--- src/rtl/tablets_pkg.sv ---
// Shared types and setting-validation helpers for the tablet bottling controller.
package tablets_pkg;

   typedef enum logic [1:0] {
      IDLE = 2'd0,
      FILL = 2'd1,
      MOVE = 2'd2,
      DONE = 2'd3
   } state_t;

   localparam int unsigned BCD_MAX_DIGIT = 9;

   function automatic logic [6:0] bcd2_value(input logic [3:0] high, input logic [3:0] low);
      return 7'(high) * 7'd10 + 7'(low);
   endfunction

   // Digit checks come first: an out-of-range tens digit can wrap the 7-bit value into range.
   function automatic logic bcd2_valid(input logic [3:0] high, input logic [3:0] low,
                                       input int unsigned maxValue);
      logic [6:0] value;
      value = bcd2_value(high, low);
      return (high <= 4'(BCD_MAX_DIGIT)) && (low <= 4'(BCD_MAX_DIGIT)) &&
             (value != 7'd0) && ({25'd0, value} <= maxValue);
   endfunction

endpackage

--- src/rtl/tick_gen.sv ---
// Free-running divider with enable and synchronous clear; pulses o_tc on the last count.
module tick_gen #(
   parameter int unsigned DIV = 4
) (
   input  logic i_clk,
   input  logic i_rst_n,
   input  logic i_en,
   input  logic i_clr,
   output logic o_tc
);

   localparam int CW = (DIV > 1) ? $clog2(DIV) : 1;

   logic [CW-1:0] r_cnt;
   logic          w_last;

   assign w_last = (r_cnt == CW'(DIV - 1));
   assign o_tc   = i_en && w_last;

   always_ff @(posedge i_clk or negedge i_rst_n) begin
      if (!i_rst_n) begin
         r_cnt <= '0;
      end else if (i_clr) begin
         r_cnt <= '0;
      end else if (i_en) begin
         r_cnt <= w_last ? '0 : r_cnt + CW'(1);
      end
   end

endmodule

--- src/rtl/tablet_batch_ctrl.sv ---
// Tablet bottling controller: meters drops per bottle, indexes the conveyor,
// and keeps per-bottle, per-batch and lifetime tablet counts.
module tablet_batch_ctrl
   import tablets_pkg::*;
#(
   parameter int unsigned MAX_PER_BOTTLE = 50,
   parameter int unsigned BOTTLES        = 18,
   parameter int unsigned TICK_DIV       = 200000000,
   parameter int unsigned CONV_TICKS     = 400000000,
   parameter int          USE_SENSOR     = 0,
   parameter int unsigned TAB_W          = 6,
   parameter int unsigned BOT_W          = 6,
   parameter int unsigned TOT_W          = 12
) (
   input  logic             origCP,
   input  logic             resetN,
   input  logic             cfgLoad,
   input  logic [3:0]       highBCD,
   input  logic [3:0]       lowBCD,
   input  logic             pause,
   input  logic             abort,
   input  logic             tabDrop,
   output logic [TAB_W-1:0] tabPerBottle,
   output logic [TAB_W-1:0] curTabs,
   output logic [BOT_W-1:0] bottlesDone,
   output logic [TOT_W-1:0] totalTabs,
   output logic             dropEn,
   output logic             conveyorRun,
   output logic             cfgErr,
   output logic             busy,
   output logic             batchDone
);

   state_t           r_state;
   logic [TAB_W-1:0] r_tabPerBottle;
   logic [TAB_W-1:0] r_curTabs;
   logic [BOT_W-1:0] r_bottlesDone;
   logic [TOT_W-1:0] r_totalTabs;
   logic             r_cfgErr;
   logic             r_tabPrev;

   logic             w_cfgAllowed;
   logic             w_cfgValid;
   logic [6:0]       w_cfgValue;
   logic             w_fillRun;
   logic             w_moveRun;
   logic             w_dripTc;
   logic             w_convTc;
   logic             w_drop;
   logic             w_moveExit;
   logic [TAB_W-1:0] w_nextTabs;

   assign w_cfgAllowed = cfgLoad && ((r_state == IDLE) || (r_state == DONE));
   assign w_cfgValid   = bcd2_valid(highBCD, lowBCD, MAX_PER_BOTTLE);
   assign w_cfgValue   = bcd2_value(highBCD, lowBCD);
   assign w_fillRun    = (r_state == FILL) && !pause;
   assign w_moveRun    = (r_state == MOVE) && !pause;
   assign w_moveExit   = w_moveRun && w_convTc;
   assign w_nextTabs   = r_curTabs + TAB_W'(1);

   // Sensor drops only count on a fresh rising edge seen while actively filling.
   assign w_drop = (USE_SENSOR != 0) ? (w_fillRun && tabDrop && !r_tabPrev) : w_dripTc;

   tick_gen #(.DIV(TICK_DIV)) u_dripTick (
      .i_clk   (origCP),
      .i_rst_n (resetN),
      .i_en    (w_fillRun),
      .i_clr   (abort || (w_cfgAllowed && w_cfgValid) || w_moveExit),
      .o_tc    (w_dripTc)
   );

   tick_gen #(.DIV(CONV_TICKS)) u_convTick (
      .i_clk   (origCP),
      .i_rst_n (resetN),
      .i_en    (w_moveRun),
      .i_clr   (abort),
      .o_tc    (w_convTc)
   );

   always_ff @(posedge origCP or negedge resetN) begin
      if (!resetN) begin
         r_state        <= IDLE;
         r_tabPerBottle <= '0;
         r_curTabs      <= '0;
         r_bottlesDone  <= '0;
         r_totalTabs    <= '0;
         r_cfgErr       <= 1'b0;
         r_tabPrev      <= 1'b0;
      end else begin
         r_tabPrev <= tabDrop;
         if (abort) begin
            r_state       <= IDLE;
            r_curTabs     <= '0;
            r_bottlesDone <= '0;
         end else if (w_cfgAllowed) begin
            if (w_cfgValid) begin
               r_tabPerBottle <= TAB_W'(w_cfgValue);
               r_cfgErr       <= 1'b0;
               r_curTabs      <= '0;
               r_bottlesDone  <= '0;
               r_state        <= FILL;
            end else begin
               r_cfgErr <= 1'b1;
               r_state  <= IDLE;
            end
         end else begin
            case (r_state)
               FILL: begin
                  if (w_drop) begin
                     r_curTabs <= w_nextTabs;
                     if (r_totalTabs != '1) begin
                        r_totalTabs <= r_totalTabs + TOT_W'(1);
                     end
                     if (w_nextTabs == r_tabPerBottle) begin
                        r_bottlesDone <= r_bottlesDone + BOT_W'(1);
                        r_state       <= MOVE;
                     end
                  end
               end
               MOVE: begin
                  if (w_moveExit) begin
                     r_curTabs <= '0;
                     r_state   <= (r_bottlesDone == BOT_W'(BOTTLES)) ? DONE : FILL;
                  end
               end
               default: begin
               end
            endcase
         end
      end
   end

   assign tabPerBottle = r_tabPerBottle;
   assign curTabs      = r_curTabs;
   assign bottlesDone  = r_bottlesDone;
   assign totalTabs    = r_totalTabs;
   assign cfgErr       = r_cfgErr;
   assign dropEn       = (r_state == FILL) && !pause;
   assign conveyorRun  = (r_state == MOVE) && !pause;
   assign busy         = (r_state == FILL) || (r_state == MOVE);
   assign batchDone    = (r_state == DONE);

endmodule

--- config.mk ---
export PLATFORM = sky130hd
export DESIGN_NAME = tablet_batch_ctrl
export DESIGN_NICKNAME = d
export VERILOG_FILES = /design/src/rtl/tablets_pkg.sv /design/src/rtl/tick_gen.sv /design/src/rtl/tablet_batch_ctrl.sv
export SDC_FILE = /design/constraint.sdc
export NUM_CORES = 1
export LEC_CHECK = 0
export BUFFER_PORTS_ARGS = -buffer_cell sky130_fd_sc_hd__buf_2
export CELL_PAD_IN_SITES_DETAIL_PLACEMENT = 2
export CELL_PAD_IN_SITES_GLOBAL_PLACEMENT = 2
export CORE_UTILIZATION = 30
export DETAILED_ROUTE_END_ITERATION = 8
export PLACE_DENSITY = 0.77
export SLEW_MARGIN = 5
export SYNTH_ARGS = -nofsm -noshare
export SYNTH_HDL_FRONTEND = slang
export SYNTH_SLANG_ARGS = --single-unit
--- constraint.sdc ---
create_clock -name origCP -period 3.37 [get_ports origCP]
set_input_delay 0.5055 -clock origCP [delete_from_list [all_inputs] [get_ports origCP]]
set_output_delay 0.5055 -clock origCP [all_outputs]
set_load 0.05 [all_outputs]
==> run_results.csv <==
group,metric,value,unit
status,status,"completed",
sta,relSlewSlack,51.1,%
cts,cts-root-buf,"clkbuf_16",
worst_hold_path,hp-class,"input port to asynchronous set/reset pin",
cts,insertion_delay,0.35,ns
critical_path,timing.rr.start,"r_state[1]",
routing,ant_nets,0,
cts,cts_tree,"yes",
logic_synthesis,async_flop_share,100,%
logic_synthesis,synthCells,597,
placement,dp.cells,859,
sta,rsz0062_at_grt,"false",
logic_synthesis,synth_edf_count,0,
critical_path,end_kind,"register",
sta,final-hold-violation-count,0,
placement,post-place-ws,0.121,ns
logic_synthesis,syn-mean-instance-area,8.96,um^2
grt,antenna_found_initial,0,
sta,setup_violations,0,
critical_path,cp_slowest_cell,"or4_1",
grt,grt_max_degree,34,
critical_path,crit_type,"register to register",
logic_synthesis,synthFlopType,"dfrtp_1",
final_layout,fin_nets,677,
sta,drv_slew,0,
grt,grt_pass1_vias,5218,
sta,finalCritPeriodShare,91.8,%
cts,cts_setup_buffers,0,
critical_path,critPathLaunchType,"register",
floorplanning,ios,49,
routing,viasPerCell,5.35,
placement,gp_congestion,0.798,
critical_path,worst-path-max-fanout,5,
cts,clkSinkCount,90,
final_layout,final_common_cell,"dfrtp_1",
final_layout,fin_util,35.7,%
logic_synthesis,synth.distinct_cells,60,
grt,track_usage,18.3,%
routing,wl_per_cell,17.9,um
final_layout,final_layout_size_suffix_gt1_share,14.3,%
sta,period_needed,3.10,ns
final_layout,diodes,0,
flow_run,maxCapViolations,0,
routing,drt-initial-drc-count,138,
placement,hpwl,11500,um
sta,setup_ws,0.275,ns
logic_synthesis,syn_area,0.00535,mm^2
cts,cts_buffer_depth,2,
cts,hold_buffers,0,
placement,dpl-instance-area,0.00589,mm^2
placement,io_buffer_count,47,
cts,cts_resized,0,
sta,finClkSkew,0.00528,ns
floorplanning,fp.dieW,136,um
critical_path,worstPathArrival,3.33,ns
final_layout,layout_common_cells,"dfrtp_1 (90), nor2_1 (64), nand2_1 (54), buf_2 (46)",
grt,overflow,0,
critical_path,path_cells,"inv_1 -> ha_1 -> nand3b_1 -> or4_1 -> nor4_4 -> and3_1 -> and4_1 -> nand4_4 -> xnor2_2",
critical_path,required,3.60,ns
logic_synthesis,ys_ff_latch,90,
cts,numCtsBuffers,9,
cts,path_clk_slew,0.06,ns
grt,grt_pass1_wl,26500,um
critical_path,reg2regPathDepth,9,
logic_synthesis,ys_seq_area_share,42.1,%
cts,cts_htree_levels,3,
floorplanning,start_util,30.8,%
logic_synthesis,yosys_warnings,0,
power,leakagePower,2.66,nW
sta,fin_tns_setup,0,ns
sta,tightest_slew,0.728,ns
final_layout,stdcell_area,0.00619,mm^2
sta,hold_slack,0.0846,ns
final_layout,area_growth,15.7,%
logic_synthesis,syn-num-nets,629,
routing,vias,4676,
floorplanning,num_rows,48,
final_layout,final_cell_count_no_fill,874,
routing,post-route-drc-count,0,
floorplanning,coreArea,0.0174,mm^2
floorplanning,die_area,0.0184,mm^2
power,power_density,509,mW/mm^2
routing,drtPass1Iterations,4,
routing,wl,15600,um
power,power,3.15,mW
floorplanning,die_y,136,um
sta,fmax,323,MHz
critical_path,crit_start,"r_state[1]",
power,ir_drop,271,uV
critical_path,max_stage_delay,0.65,ns
==> layer usage <==
metal / global-route usage [%] / routed length (um) / share of wire (%) / vias to the layer above
li1: - / - / - / 2216
met1: 22.6 / 7080 / 45 / 2407
met2: 32.6 / 8090 / 52 / 40
met3: 2.88 / 244 / 1.6 / 13
met4: 5.24 / 216 / 1.4 / 0
met5: 0 / 0 / 0 / -
==> sequential cells by signal, indices dropped and copies added, names as in the netlist <==
| name | count |
|---|---|
| totalTabs | 12 |
| cfgErr | 1 |
| tabPerBottle | 6 |
| u_convTick.r_cnt | 29 |
| u_dripTick.r_cnt | 28 |
| r_state | 2 |
| curTabs | 6 |
| bottlesDone | 6 |
==> synth_stat cells, types with 5 or more instances <==
master | instances | area share (%)
dfrtp_1 | 90 | 42
and4_1 | 5 | 0.82
nand2_1 | 54 | 3.8
mux2i_1 | 5 | 0.94
nor4_1 | 8 | 0.94
nand4_1 | 17 | 2.0
clkbuf_1 | 20 | 1.4
inv_1 | 21 | 1.5
nand3_1 | 40 | 3.7
xnor2_1 | 19 | 3.1
a31oi_1 | 8 | 0.94
o21ai_0 | 37 | 3.5
mux2_2 | 5 | 1.1
nor2b_1 | 6 | 0.70
ha_1 | 16 | 3.7
nor2_1 | 64 | 4.5
nor3_1 | 12 | 1.1
xor2_1 | 28 | 4.6
or4_1 | 5 | 0.70
nand2b_1 | 7 | 0.82
a21oi_1 | 40 | 3.7
and3_1 | 12 | 1.4
or3_1 | 12 | 1.4
==> cell type report <==
class | instances | area, um^2
fill | 1978 | 11200
clock inverter | 3 | 65.1
multi-input combinational | 463 | 2930
sequential | 90 | 2250
inverter | 21 | 78.8
timing repair buffer | 60 | 348
tap | 225 | 282
clock buffer | 12 | 236
==> worst max-delay path, delay by kind of cell, from the launching register on <==
kind / cells / cell delay, ns
xor+xnor: 1 / 0.16
fa+ha+maj: 1 / 0.24
buf+inv: 1 / 0.07
flops: 1 / 0.42
simple gates: 6 / 2.08
==> kinds of logic (layout without fill, tap and decap cells) <==
logic type	count (synthesis)	count (layout)	synth area share [%]
buf+inv	44	96	3.32
compound gates	111	111	12.1
flops	90	90	42.1
fa+ha+maj	18	18	4.49
mux	10	10	1.99
xor+xnor	48	48	8.00
simple gates	276	276	27.9
==> power by group <==
part | switching, mW | leakage (nW) | internal [mW]
Clock | 0.425 | 0.147 | 0.646
Combinational | 0.607 | 1.28 | 0.247
Sequential | 0.0811 | 1.24 | 1.14
==> final timing paths <==
path | endpoint | slack, ns
worst max-delay path | totalTabs[9] | 0.27
worst min-delay path | totalTabs[4] | 0.08
worst max register to register | totalTabs[9] | 0.27
worst min register to register | totalTabs[6] | 0.50
max in group asynchronous | u_convTick.r_cnt[11] | 2.49
min in group origCP | tabPerBottle[0] | 0.42
No activity file was read; power rests on OpenSTA's default activity.
